<file path="src/rtl/dram_cmd_if.sv">
// rtl/dram_cmd_if.sv - command handshake bundle between DRAM controller and responder
interface dram_cmd_if #(
    parameter int NUMBER_OF_BANKS = 8,
    parameter int NUMBER_OF_ROWS  = 128,
    parameter int NUMBER_OF_COLS  = 8
);
    localparam int BW = $clog2(NUMBER_OF_BANKS);
    localparam int RW = $clog2(NUMBER_OF_ROWS);
    localparam int CW = $clog2(NUMBER_OF_COLS);

    logic                       cmd_req;
    logic [1:0]                 cmd;
    logic [BW-1:0]              bank_id;
    logic [RW-1:0]              row_id;
    logic [CW-1:0]              col_id;
    logic                       cmd_ack;
    logic                       busy;
    logic [NUMBER_OF_BANKS-1:0] bank_open;
    logic                       rd_valid;
    logic [CW-1:0]              rd_col;
    logic                       err_valid;
    logic [1:0]                 err_code;
    logic                       refresh_req;

    modport master (
        output cmd_req, cmd, bank_id, row_id, col_id,
        input  cmd_ack, busy, bank_open, rd_valid, rd_col, err_valid, err_code, refresh_req
    );

    modport slave (
        input  cmd_req, cmd, bank_id, row_id, col_id,
        output cmd_ack, busy, bank_open, rd_valid, rd_col, err_valid, err_code, refresh_req
    );
endinterface

</file>
<file path="src/rtl/dram_cmd_responder.sv">
// rtl/dram_cmd_responder.sv - DRAM command target with bank state and fixed timing latencies
// Optional periodic refresh request generator enabled by REFRESH_TIMER_EN.
module dram_cmd_responder #(
    parameter int NUMBER_OF_BANKS = 8,
    parameter int NUMBER_OF_ROWS  = 128,
    parameter int NUMBER_OF_COLS  = 8,
    parameter int T_RCD           = 3,
    parameter int T_CL            = 2,
    parameter int T_RP            = 3,
    parameter int T_RFC           = 8,
    parameter int T_REFI          = 512
) (
    input logic       clk,
    input logic       rst_b,
    dram_cmd_if.slave bus
);
    localparam int NB    = NUMBER_OF_BANKS;
    localparam int BW    = $clog2(NUMBER_OF_BANKS);
    localparam int RW    = $clog2(NUMBER_OF_ROWS);
    localparam int CW    = $clog2(NUMBER_OF_COLS);
    localparam int T_M1  = (T_RCD > T_CL) ? T_RCD : T_CL;
    localparam int T_M2  = (T_RP > T_RFC) ? T_RP : T_RFC;
    localparam int T_MAX = (T_M1 > T_M2) ? T_M1 : T_M2;
    localparam int CNTW  = $clog2(T_MAX + 1);

    localparam logic [1:0] CMD_ACT = 2'b00;
    localparam logic [1:0] CMD_RD  = 2'b01;
    localparam logic [1:0] CMD_REF = 2'b10;
    localparam logic [1:0] CMD_PRE = 2'b11;

    typedef enum logic [1:0] {IDLE, BUSY, ACK} state_t;

    state_t          state_q, state_d;
    logic [CNTW-1:0] cnt_q, cnt_d;
    logic [1:0]      cmd_q;
    logic [BW-1:0]   bank_q;
    logic [RW-1:0]   row_q;
    logic [CW-1:0]   col_q;
    logic [NB-1:0]   bank_open_q, open_d;
    logic [RW-1:0]   open_row [NB];
    logic            ack_q, busy_q, rd_valid_q, err_valid_q;
    logic [CW-1:0]   rd_col_q;
    logic [1:0]      err_code_q;
    logic            accept, done, row_wr, rdv_d, errv_d;
    logic [1:0]      code_d;

    assign accept = (state_q == IDLE) && bus.cmd_req;
    assign done   = (state_q == BUSY) && (cnt_q == '0);

    always_ff @(posedge clk or posedge rst_b) begin
        if (rst_b) begin
            state_q <= IDLE;
            cnt_q   <= '0;
        end else begin
            state_q <= state_d;
            cnt_q   <= cnt_d;
        end
    end

    always_comb begin
        state_d = state_q;
        cnt_d   = cnt_q;
        case (state_q)
            IDLE: if (bus.cmd_req) begin
                state_d = BUSY;
                case (bus.cmd)
                    CMD_ACT: cnt_d = CNTW'(T_RCD - 1);
                    CMD_RD:  cnt_d = CNTW'(T_CL - 1);
                    CMD_REF: cnt_d = CNTW'(T_RFC - 1);
                    default: cnt_d = CNTW'(T_RP - 1);
                endcase
            end
            BUSY: if (cnt_q == '0) state_d = ACK;
                  else             cnt_d   = cnt_q - 1'b1;
            ACK:  state_d = IDLE;
            default: state_d = IDLE;
        endcase
    end

    // Outcome of the latched command, evaluated against bank state frozen since accept.
    always_comb begin
        open_d = bank_open_q;
        row_wr = 1'b0;
        rdv_d  = 1'b0;
        errv_d = 1'b0;
        code_d = 2'b00;
        case (cmd_q)
            CMD_ACT: if (bank_open_q[bank_q]) begin
                errv_d = 1'b1;
                code_d = 2'b01;
            end else begin
                open_d[bank_q] = 1'b1;
                row_wr         = 1'b1;
            end
            CMD_RD: if (bank_open_q[bank_q] && open_row[bank_q] == row_q) begin
                rdv_d = 1'b1;
            end else begin
                errv_d = 1'b1;
                code_d = 2'b10;
            end
            CMD_REF: begin
                if (|bank_open_q) begin
                    errv_d = 1'b1;
                    code_d = 2'b11;
                end
                open_d = '0;
            end
            default: open_d[bank_q] = 1'b0;
        endcase
    end

    always_ff @(posedge clk or posedge rst_b) begin
        if (rst_b) begin
            cmd_q       <= '0;
            bank_q      <= '0;
            row_q       <= '0;
            col_q       <= '0;
            bank_open_q <= '0;
            for (int i = 0; i < NB; i++) open_row[i] <= '0;
            ack_q       <= 1'b0;
            busy_q      <= 1'b0;
            rd_valid_q  <= 1'b0;
            rd_col_q    <= '0;
            err_valid_q <= 1'b0;
            err_code_q  <= '0;
        end else begin
            if (accept) begin
                cmd_q  <= bus.cmd;
                bank_q <= bus.bank_id;
                row_q  <= bus.row_id;
                col_q  <= bus.col_id;
                busy_q <= 1'b1;
            end
            ack_q       <= done;
            rd_valid_q  <= done && rdv_d;
            rd_col_q    <= (done && rdv_d) ? col_q : '0;
            err_valid_q <= done && errv_d;
            err_code_q  <= (done && errv_d) ? code_d : 2'b00;
            if (done) begin
                busy_q      <= 1'b0;
                bank_open_q <= open_d;
                if (row_wr) open_row[bank_q] <= row_q;
            end
        end
    end

    assign bus.cmd_ack   = ack_q;
    assign bus.busy      = busy_q;
    assign bus.bank_open = bank_open_q;
    assign bus.rd_valid  = rd_valid_q;
    assign bus.rd_col    = rd_col_q;
    assign bus.err_valid = err_valid_q;
    assign bus.err_code  = err_code_q;

`ifdef REFRESH_TIMER_EN
    logic [15:0] refi_cnt_q;
    logic        refresh_req_q;

    // Counter holds while a refresh is pending; only an acked REFRESH restarts it.
    always_ff @(posedge clk or posedge rst_b) begin
        if (rst_b) begin
            refi_cnt_q    <= '0;
            refresh_req_q <= 1'b0;
        end else if (done && cmd_q == CMD_REF) begin
            refi_cnt_q    <= '0;
            refresh_req_q <= 1'b0;
        end else if (!refresh_req_q) begin
            refi_cnt_q <= refi_cnt_q + 16'd1;
            if (refi_cnt_q + 16'd1 == 16'(T_REFI - 1)) refresh_req_q <= 1'b1;
        end
    end

    assign bus.refresh_req = refresh_req_q;
`else
    assign bus.refresh_req = 1'b0;
`endif
endmodule

</file>
<file path="src/flat_wrapper.sv">
// flat-port wrapper written by rule: the top's interface ports become plain ports
module dram_cmd_responder_flat 
#(
    parameter int NUMBER_OF_BANKS = 8,
    parameter int NUMBER_OF_ROWS  = 128,
    parameter int NUMBER_OF_COLS  = 8,
    parameter int T_RCD           = 3,
    parameter int T_CL            = 2,
    parameter int T_RP            = 3,
    parameter int T_RFC           = 8,
    parameter int T_REFI          = 512
)
  (clk, rst_b, bus_cmd_req, bus_cmd, bus_bank_id, bus_row_id, bus_col_id, bus_cmd_ack, bus_busy, bus_bank_open, bus_rd_valid, bus_rd_col, bus_err_valid, bus_err_code, bus_refresh_req);
  dram_cmd_if #(.NUMBER_OF_BANKS(NUMBER_OF_BANKS), .NUMBER_OF_ROWS(NUMBER_OF_ROWS), .NUMBER_OF_COLS(NUMBER_OF_COLS)) bus_i ();
  input logic clk;
  input logic rst_b;
  input wire logic [$bits(bus_i.cmd_req)-1:0] bus_cmd_req;
  input wire logic [$bits(bus_i.cmd)-1:0] bus_cmd;
  input wire logic [$bits(bus_i.bank_id)-1:0] bus_bank_id;
  input wire logic [$bits(bus_i.row_id)-1:0] bus_row_id;
  input wire logic [$bits(bus_i.col_id)-1:0] bus_col_id;
  output wire logic [$bits(bus_i.cmd_ack)-1:0] bus_cmd_ack;
  output wire logic [$bits(bus_i.busy)-1:0] bus_busy;
  output wire logic [$bits(bus_i.bank_open)-1:0] bus_bank_open;
  output wire logic [$bits(bus_i.rd_valid)-1:0] bus_rd_valid;
  output wire logic [$bits(bus_i.rd_col)-1:0] bus_rd_col;
  output wire logic [$bits(bus_i.err_valid)-1:0] bus_err_valid;
  output wire logic [$bits(bus_i.err_code)-1:0] bus_err_code;
  output wire logic [$bits(bus_i.refresh_req)-1:0] bus_refresh_req;
  assign bus_i.cmd_req = bus_cmd_req;
  assign bus_i.cmd = bus_cmd;
  assign bus_i.bank_id = bus_bank_id;
  assign bus_i.row_id = bus_row_id;
  assign bus_i.col_id = bus_col_id;
  assign bus_cmd_ack = bus_i.cmd_ack;
  assign bus_busy = bus_i.busy;
  assign bus_bank_open = bus_i.bank_open;
  assign bus_rd_valid = bus_i.rd_valid;
  assign bus_rd_col = bus_i.rd_col;
  assign bus_err_valid = bus_i.err_valid;
  assign bus_err_code = bus_i.err_code;
  assign bus_refresh_req = bus_i.refresh_req;
  dram_cmd_responder #(.NUMBER_OF_BANKS(NUMBER_OF_BANKS), .NUMBER_OF_ROWS(NUMBER_OF_ROWS), .NUMBER_OF_COLS(NUMBER_OF_COLS), .T_RCD(T_RCD), .T_CL(T_CL), .T_RP(T_RP), .T_RFC(T_RFC), .T_REFI(T_REFI)) u_core (.clk(clk), .rst_b(rst_b), .bus(bus_i));
endmodule
</file>
<file path="config.mk">
export PLATFORM = sky130hd
export DESIGN_NAME = dram_cmd_responder_flat
export DESIGN_NICKNAME = d
export VERILOG_FILES = /design/src/rtl/dram_cmd_if.sv /design/src/rtl/dram_cmd_responder.sv /design/src/flat_wrapper.sv
export SDC_FILE = /design/constraint.sdc
export NUM_CORES = 1
export LEC_CHECK = 0
export CAP_MARGIN = 20
export CORE_MARGIN = 8
export CORE_UTILIZATION = 55
export CTS_CLUSTER_SIZE = 10
export DETAILED_ROUTE_END_ITERATION = 10
export PLACE_DENSITY = 0.83
export SYNTH_ARGS = -nofsm -noshare
export SYNTH_HDL_FRONTEND = slang
export SYNTH_SLANG_ARGS = --single-unit
</file>
<file path="constraint.sdc">
create_clock -name clk -period 3.67 [get_ports clk]
set_input_delay 0.5505 -clock clk [delete_from_list [all_inputs] [get_ports clk]]
set_output_delay 0.5505 -clock clk [all_outputs]
set_load 0.01 [all_outputs]
</file>
* Word level (Yosys, flattened, before mapping) *
Cells that the tools add are included.

storage, ports and cells
  bits in writable memories = 0
  memories = 0
  ROM bits = 0
  bits in latches = 0
  register bits after elaboration = 94
  output and inout port bits = 18
  word-level logic and storage cells = 93

operators by class
  order comparisons = 4
  reductions and logical operators = 17
  shift-type cells = 0
  div/mod/pow operators = 0
  bitwise gates (word level) = 5
  multiplexer cells = 35
  multipliers = 0
  equality and inequality tests = 10
  $add $sub $neg = 1

operator list
  kind                                                             count
  56-bit bitwise mux                                               1
  8-bit case mux with 3 select lines                               1
  7-bit binary-select mux with 3-bit select                        1
  7-bit demux with 3-bit select                                    1
  7-bit two-way mux                                                3
  1-bit two-way mux                                                12
  2-bit two-way mux                                                5
  8-bit AND                                                        1
  4-bit two-way mux                                                2
  8-bit two-way mux                                                1
  2-bit inequality test, second input constant                     4
  8-bit inverter                                                   1
  8-bit OR                                                         1
  4-bit case mux with 2 select lines                               1
  8-bit OR reduction                                               1
  7-bit == test                                                    1
  1-bit logical AND                                                7
  2-bit by 1-bit == test with 1-bit output, second input constant  3
  2-bit case mux with 3 select lines                               1
  3-bit case mux with 2 select lines                               1
  3-bit AND reduction                                              2
  2-bit == test, second input constant                             2
  4-bit greater-or-equal comparator, second input constant         1
  2-bit logical NOT                                                2
  14 further kinds                                                 16

* Depth between registers and ports, before layout *
Gate-level depths: netlist (run 1).

  depth after elaboration = 10
  gate-level depth with buffers = 9
  gate-level depth less buffers = 8

* Worst setup path after synthesis (run 1) *
No wires, ideal clock.

  path kind = register to register
  start point = register u_core.cnt_q[0]
  end point = register u_core.open_row[49] in the netlist's numbering
  period minus slack after synthesis = 2.163 ns
  data arrival time = 2.038 ns
  setup time = 0.125 ns
  cell stages (with the launch flop) = 10
  slack = 1.507 ns
  cell sequence = dfrtp_1 > inv_1 > ha_1 > nor3b_2 > nand2b_4 > nor3_2 > nand3_2 > or4_1 > buf_6 > mux2_4

on the way
  word-level cells in the longest chain between the ends = 3

ends and longest elaborated chain
  item                            RTL line                   RTL
  start: declaration              dram_cmd_responder.sv:34   logic [CNTW-1:0] cnt_q, cnt_d;
  start signal: assignment        dram_cmd_responder.sv:56   cnt_q <= cnt_d;
  4-bit logical NOT               dram_cmd_responder.sv:48   assign done = (state_q == BUSY) && (cnt_q == '0);
  1-bit logical AND               dram_cmd_responder.sv:48
  2-bit AND reduction (no line)   n/a
  end signal: indexed assignment  dram_cmd_responder.sv:142  if (row_wr) open_row[bank_q] <= row_q;
  end: declaration                dram_cmd_responder.sv:40   logic [RW-1:0] open_row [NB];

Every way passes these cells.
A chain may end at the register's enable or synchronous reset.

* Worst setup path after layout (run 1) *
  start point = register u_core.bank_q[2]
  end point = register u_core.open_row[49] in the netlist's numbering

on the way
  word-level cells in the longest chain between the ends = 6

ends and longest elaborated chain
  item                                                                                                                              RTL line                   RTL
  start: declaration                                                                                                                dram_cmd_responder.sv:36   logic [BW-1:0] bank_q;
  start signal: assignment                                                                                                          dram_cmd_responder.sv:129  bank_q <= bus.bank_id;
  3-bit inverter with 4-bit output (not written as such)                                                                            dram_cmd_responder.sv:142
  4-bit greater-or-equal comparator (not written as such) or 4-bit by 1-bit less-than comparator with 1-bit output (tied branches)  dram_cmd_responder.sv:142
  1-bit logical AND (not written as such)                                                                                           dram_cmd_responder.sv:142
  7-bit two-way mux (not written as such)                                                                                           dram_cmd_responder.sv:142
  7-bit demux with 3-bit select                                                                                                     dram_cmd_responder.sv:142
  56-bit bitwise mux                                                                                                                dram_cmd_responder.sv:142

Parallel ways exist; a longest one is shown, timed or not. The select of a mux whose other input is x is not followed.

==> qor.csv, run 1 <==
metric,value,unit
"CTS clk-pin slew, worst paths",0.10,ns
final clock skew,0.0146,ns
total track usage,0.170,
share of layout cells above drive strength 1,0.240,
CTS Buf Count,9,
Antenna Cells,0,
Async SR Flop Fraction,1.00,
initial antenna violation count,0,
Initial DRC Count,156,
Die H,107,um
CP arrival,2.90,ns
"Top FF cell, synth",dfrtp_1,
CTS resizes,0,
WP data required,3.93,ns
chip width,107,um
CP bufs+invs,0,
Final min period,2.64,ns
drt pass-1 iters,5,
outcome,"finished, final reports clean",
Fillers,626,
Mapped Nets,381,
Fin Setup TNS,0,ns
HP Class,primary input to async pin,
setup ws final,1.03,ns
area of the core,8090,um^2
DP Area,4870,um^2
Initial Util,0.559,
final period utilization,0.718,
Post-Place Worst Slack,1.06,ns
Final Max Slew Viols,0,
peak supply drop,359,uV
critical path's top delay family,simple AND/OR/NAND/NOR gates,
I/O pin cnt,36,
per-cell routed wire length,19.1,um
total power density per cell area,774,nW/um^2
crit start category,flip-flop,
global placement routability congestion,0.829,
area of the mapped netlist,4530,um^2
commonest cells in the netlist,"dfrtp_1 (94), mux2_2 (54), nand2_1 (19)",
placed insts,472,
synth top area cells,"dfrtp_1 (52%), mux2_2 (13%), mux2i_1 (4.0%)",
Setup Viol. Count Final,0,
CP cell instances,mux2i_1 > o21a_1 > o22a_1 > nand3_2 > or4_1 > mux2_4,
H-tree depth,3,
FMAX,379,MHz
Avg Inst Size Synth,12.6,um^2
Remaining DRCs,0,
Post-Synthesis Cells,359,
synth warn,0,
via count,2854,
Setup crit end kind,flip-flop,
total grt overflow,0,
Nets,400,
top-count cell post-synth,dfrtp_1,
critical path class,flip-flop to flip-flop,
post-synthesis register bit count,94,
CP Max Fanout,21,
Slew @ Worst Pin,0.741,ns
vias in the first global route,2907,
"Seq/Total Area, Yosys",0.520,
worst skew pair latency,0.37,ns
final WL,9.34,mm
DR vias/cell,5.85,
Area Overhead vs Synth,11.5,%
Slew headroom,0.503,
Synth cell types,53,
Die ar.,11400,um^2
Clock Sinks,94,
Post-DRT Antenna Nets,0,
Post-CTS Setup Inserts,0,
cell taking the most area after synthesis,dfrtp_1,
post-synth top area share,0.520,
I/O Buffers,34,
Clock Path Buffers,2,
"Slowest-stage cell, CP",dfrtp_1,
CTS root buf,clkbuf_8,
CP max stage delay,0.79,ns
detailed placement HPWL,6.31,mm
final hold violations,0,
"EDFF count, synth",0,
RSZ-0062 raised after global routing,no,
Hold Buf Count CTS,0,
Finished Layout Cells,488,
Max Cap Viol,0,
Cell Rows,33,
pin count of the biggest net entering global routing,75,
FF+latch area,2350,um^2
TritonCTS clock tree,done,
multi-input logic area,1950,um^2
final instance area,5050,um^2
first-pass GRT wire length,15.2,mm
P_leak,2.40,nW
==> routing by layer <==
layer / wire [um] / global-route usage
met5: 0 / 0
met4: 153 / 0.0563
met3: 606 / 0.0420
met2: 4560 / 0.274
met1: 4020 / 0.220
==> layout by cell type (no fill, tap or decap), drive strengths merged, types with 9 or more instances in the layout <==
cell           count
o21ai             15
nand2             20
mux2i             18
nor3               9
inv               14
clkbuf            10
mux2              78
dfrtp             94
clkdlybuf4s50     34
==> logic make-up after synthesis <==
group,synth area share
xor+xnor,0.00581
flops,0.520
buf+inv,0.0514
other cells,0.000828
compound gates,0.0724
mux,0.255
simple gates,0.0835
fa+ha+maj,0.0111
==> state kept, by name, indices dropped and copies added (netlist names) <==
register and count:
u_core.open_row 56, u_core.bus.bank_open 8, u_core.row_q 7, u_core.cnt_q 4, u_core.bank_q 3, u_core.bus.rd_col 3, u_core.col_q 3, u_core.bus.err_code 2
u_core.cmd_q 2, u_core.state_q 2, u_core.bus.busy 1, u_core.bus.cmd_ack 1, u_core.bus.err_valid 1, u_core.bus.rd_valid 1
==> worst reg2reg max path, cell delays in order (launching register included) <==
cell,delay (ns)
dfrtp_1,0.79
mux2i_1,0.25
o21a_1,0.12
o22a_1,0.18
nand3_2,0.13
or4_1,0.67
mux2_4,0.39
==> metrics by stage <==
step,hold WS [ns],util,total power [mW]
after floorplan,0.459,-,2.91
after global placement,0.470,0.602,3.22
after detailed placement,0.477,0.602,3.30
after CTS,0.477,0.624,3.93
after global routing,0.491,0.624,4.16
final,0.477,0.624,3.91
==> final timing paths <==
kind | startpoint | to | slack, ns | depth (start not counted)
max in group asynchronous | rst_b | u_core.open_row[43] | 2.49 | 3
setup / recovery | u_core.bank_q[2] | u_core.open_row[49] | 1.03 | 6
hold reg to reg | u_core.open_row[4] | u_core.open_row[4] | 0.49 | 1
hold / removal | rst_b | u_core.cnt_q[0] | 0.48 | 2
min in group clk | u_core.open_row[4] | u_core.open_row[4] | 0.49 | 1
setup reg to reg | u_core.bank_q[2] | u_core.open_row[49] | 1.03 | 6
==> report_power, final <==
part	switching [mW]	internal [mW]	total, mW
logic	0.691	0.798	1.49
registers	0.393	1.41	1.80
clock network	0.370	0.251	0.621
==> cell type report <==
cell class / instances / share of cell area
clock inverters: 6 / 0.00942
inverters: 14 / 0.0107
multi-input cells: 222 / 0.386
flip-flops and latches: 94 / 0.466
well taps: 105 / 0.0260
repair buffers: 37 / 0.0768
clock buffers: 10 / 0.0253
(Power assumes the default switching activity.)
==> run 2, diff against run 1 <==
Settings changed: CORE_UTILIZATION 55 to 52, PLACE_DENSITY 0.83 to 0.82.
Clock period 3.67 ns to 2.3 ns, I/O delays scaled along.
==> qor.csv, run 2 (synthesis gave the netlist of run 1 again) <==
metric,value,unit,change
critical path's top delay family,simple AND/OR/NAND/NOR gates,,unchanged
placed insts,497,,was 472
Setup crit end kind,flip-flop,,unchanged
TritonCTS clock tree,done,,unchanged
"setup slack, reg-to-reg",0.05,ns,was 1.03 ns
Final Max Slew Viols,0,,unchanged
Max Cap Viol,0,,unchanged
Nets,432,,was 400
Clock Sinks,94,,unchanged
"Slowest-stage cell, CP",or4_4,,was dfrtp_1
H-tree depth,3,,unchanged
global placement routability congestion,0.796,,was 0.829
final hold violations,0,,unchanged
Remaining DRCs,0,,unchanged
CTS Buf Count,9,,unchanged
CP cell instances,buf_12 > buf_4 > nand3_1 > o21a_1 > o22a_2 > nand3_4 > or4_4 > buf_8 > mux2_4,,was mux2i_1 > o21a_1 > o22a_1 > nand3_2 > or4_1 > mux2_4
Fin Setup TNS,0,ns,unchanged
via count,3038,,was 2854
Flop pwr share,0.390,,was 0.460
Initial DRC Count,143,,was 156
worst hold slack,0.458,ns,was 0.477 ns
pin count of the biggest net entering global routing,95,,was 75
worst setup path endpoint,u_core.open_row[50],,was u_core.open_row[49]
final period utilization,0.980,,was 0.718
CP startpoint,u_core.bank_q[2],,unchanged
Clock Path Buffers,2,,unchanged
Area Overhead vs Synth,21.7,%,was 11.5%
initial antenna violation count,0,,unchanged
largest reg by FF count,u_core.open_row,,unchanged
CP arrival,2.51,ns,was 2.90 ns
WP data required,2.56,ns,was 3.93 ns
total power,7.14,mW,was 3.91 mW
CP bufs+invs,3,,was 0
vias in the first global route,3037,,was 2907
CTS root buf,clkbuf_8,,unchanged
CP max stage delay,0.45,ns,was 0.79 ns
"commonest non-fill, non-tap cell in the layout",dfrtp_1,,unchanged
CP Max Fanout,8,,was 21
HP Class,primary input to async pin,,unchanged
critical path class,flip-flop to flip-flop,,unchanged
Reg-to-Reg End,u_core.open_row[50],,was u_core.open_row[49]
max reg flops,56,,unchanged
sw power,2.58,mW,was 1.45 mW
Antenna Cells,0,,unchanged
FMAX,444,MHz,was 379 MHz
Slew headroom,0.651,,was 0.503
"CTS clk-pin slew, worst paths",0.10,ns,about the same
Int Pwr,4.56,mW,was 2.46 mW
I/O Buffers,34,,unchanged
P_leak,2.64,nW,was 2.40 nW
"commonest non-fill, non-tap cells in the layout","dfrtp_1 (93), mux2_2 (54), clkdlybuf4s50_1 (34), buf_4 (28), nand2_1 (19)",,"was dfrtp_1 (94), mux2_2 (54), clkdlybuf4s50_1 (34), nand2_1 (19), mux2i_1 (18)"
Die ar.,11900,um^2,was 11400 um^2
crit start category,flip-flop,,unchanged
RSZ-0062 raised after global routing,yes,,was no
total track usage,0.170,,about the same
peak supply drop,493,uV,was 359 uV
Hold Buf Count CTS,0,,unchanged
Slew @ Worst Pin,0.524,ns,was 0.741 ns
DP Area,5070,um^2,was 4870 um^2
r2r worst-path depth,9,,was 6
share of layout cells above drive strength 1,0.340,,was 0.240
detailed placement HPWL,6.46,mm,was 6.31 mm
final clock skew,0.0127,ns,was 0.0146 ns
total grt overflow,0,,unchanged
Post-DRT Antenna Nets,0,,unchanged
per-cell routed wire length,19.0,um,was 19.1 um
outcome,"finished, final reports clean",,unchanged
chip width,109,um,was 107 um
switch share,0.361,,was 0.372
DR vias/cell,5.81,,was 5.85
Setup Viol. Count Final,0,,unchanged
clock share of power,0.163,,was 0.159
Crit path depth,9,,was 6
Initial Util,0.527,,was 0.559
Finished Layout Cells,523,,was 488
area of the core,8590,um^2,was 8090 um^2
first-pass GRT wire length,15.6,mm,was 15.2 mm
worst skew pair latency,0.36,ns,was 0.37 ns
final WL,9.92,mm,was 9.34 mm
I/O pin cnt,36,,unchanged
total power density per cell area,1300,nW/um^2,was 774 nW/um^2
Die H,109,um,was 107 um
Final min period,2.25,ns,was 2.64 ns
drt pass-1 iters,4,,was 5
final instance area,5510,um^2,was 5050 um^2
Gate power share,0.447,,was 0.381
Cell Rows,34,,was 33
Reg-to-Reg Start,u_core.bank_q[2],,unchanged
-- run 2: cell types whose count changed in the layout (fill, tap and decap cells not counted), moves of 2 or more --
cell | previous run | this run
inv_1 | 13 | 11
clkinv_2 | 2 | 0
buf_12 | 2 | 5
inv_6 | 0 | 2
nor3_1 | 8 | 6
inv_2 | 0 | 2
buf_4 | 1 | 28
nor3_4 | 0 | 2
clkbuf_8 | 9 | 11
-- run 2: layout make-up --
| class | count | area [um^2] |
|---|---|---|
| multi-input cells | 222 | 2060 |
| clock buffers | 11 | 151 |
| fillers | 628 | 3080 |
| inverters | 14 | 56.3 |
| repair buffers | 69 | 691 |
| well taps | 108 | 135 |
| flip-flops and latches | 94 | 2350 |
| clock inverters | 5 | 63.8 |
-- run 2: per-stage QoR --
| stage | util | setup WS [ns] |
|---|---|---|
| after floorplan | - | 0.137 |
| after global placement | 0.590 | 0.0632 |
| after detailed placement | 0.590 | -0.0104 |
| after CTS | 0.617 | -0.0159 |
| after global routing | 0.641 | -0.0227 |
| final | 0.641 | 0.0462 |
-- run 2: metal layers --
| metal | vias to the layer above | part of all wire | track usage |
|---|---|---|---|
| li1 | 1376 | - | - |
| met1 | 1539 | 0.42 | 0.223 |
| met2 | 106 | 0.49 | 0.267 |
| met3 | 17 | 0.068 | 0.0451 |
| met4 | 0 | 0.022 | 0.0636 |
| met5 | - | 0 | 0 |
-- run 2: worst register-to-register path: cells and delay by family (launching register included) --
kind                   cells  cell delay [ns]
AOI/OAI and AO/OA          2             0.32
buffers and inverters      3             0.46
DFF                        1             0.42
muxes                      1             0.30
and+or+nand+nor            3             0.65
-- run 2: worst min-delay path by stage --
stage | from | to | cells past startpoint
2_1_floorplan | u_core.open_row[4] | u_core.open_row[4] | 1
3_3_place_gp | u_core.open_row[5] | u_core.open_row[5] | 1
3_5_place_dp | u_core.open_row[4] | u_core.open_row[4] | 1
4_1_cts | rst_b | u_core.open_row[54] | 3
5_1_grt | rst_b | u_core.cnt_q[0] | 3
6_report | rst_b | u_core.cmd_q[1] | 3
-- run 2: power by group through the flow --
stage | Combinational, mW | Sequential, mW | Clock (mW)
2_1_floorplan | 2.09 | 2.55 | 0
3_3_place_gp | 2.70 | 2.74 | 0
3_5_place_dp | 2.79 | 2.77 | 0
4_1_cts | 2.83 | 2.75 | 1.18
5_1_grt | 3.44 | 2.87 | 1.26
6_report | 3.19 | 2.78 | 1.16
-- run 2: repair_timing --
action,CTS,global route
pin swaps,0,5
endpoints found under the hold margin,0,0
resized for setup,2,24
setup buffers,1,10
gates cloned,0,1
setup endpoints to repair,10,61
==> run 3, diff against run 2 <==
Settings changed: SLEW_MARGIN set to 10.
==> results of run 3 <==
The final DEF is identical to that of run 2; final timing and power are the same.
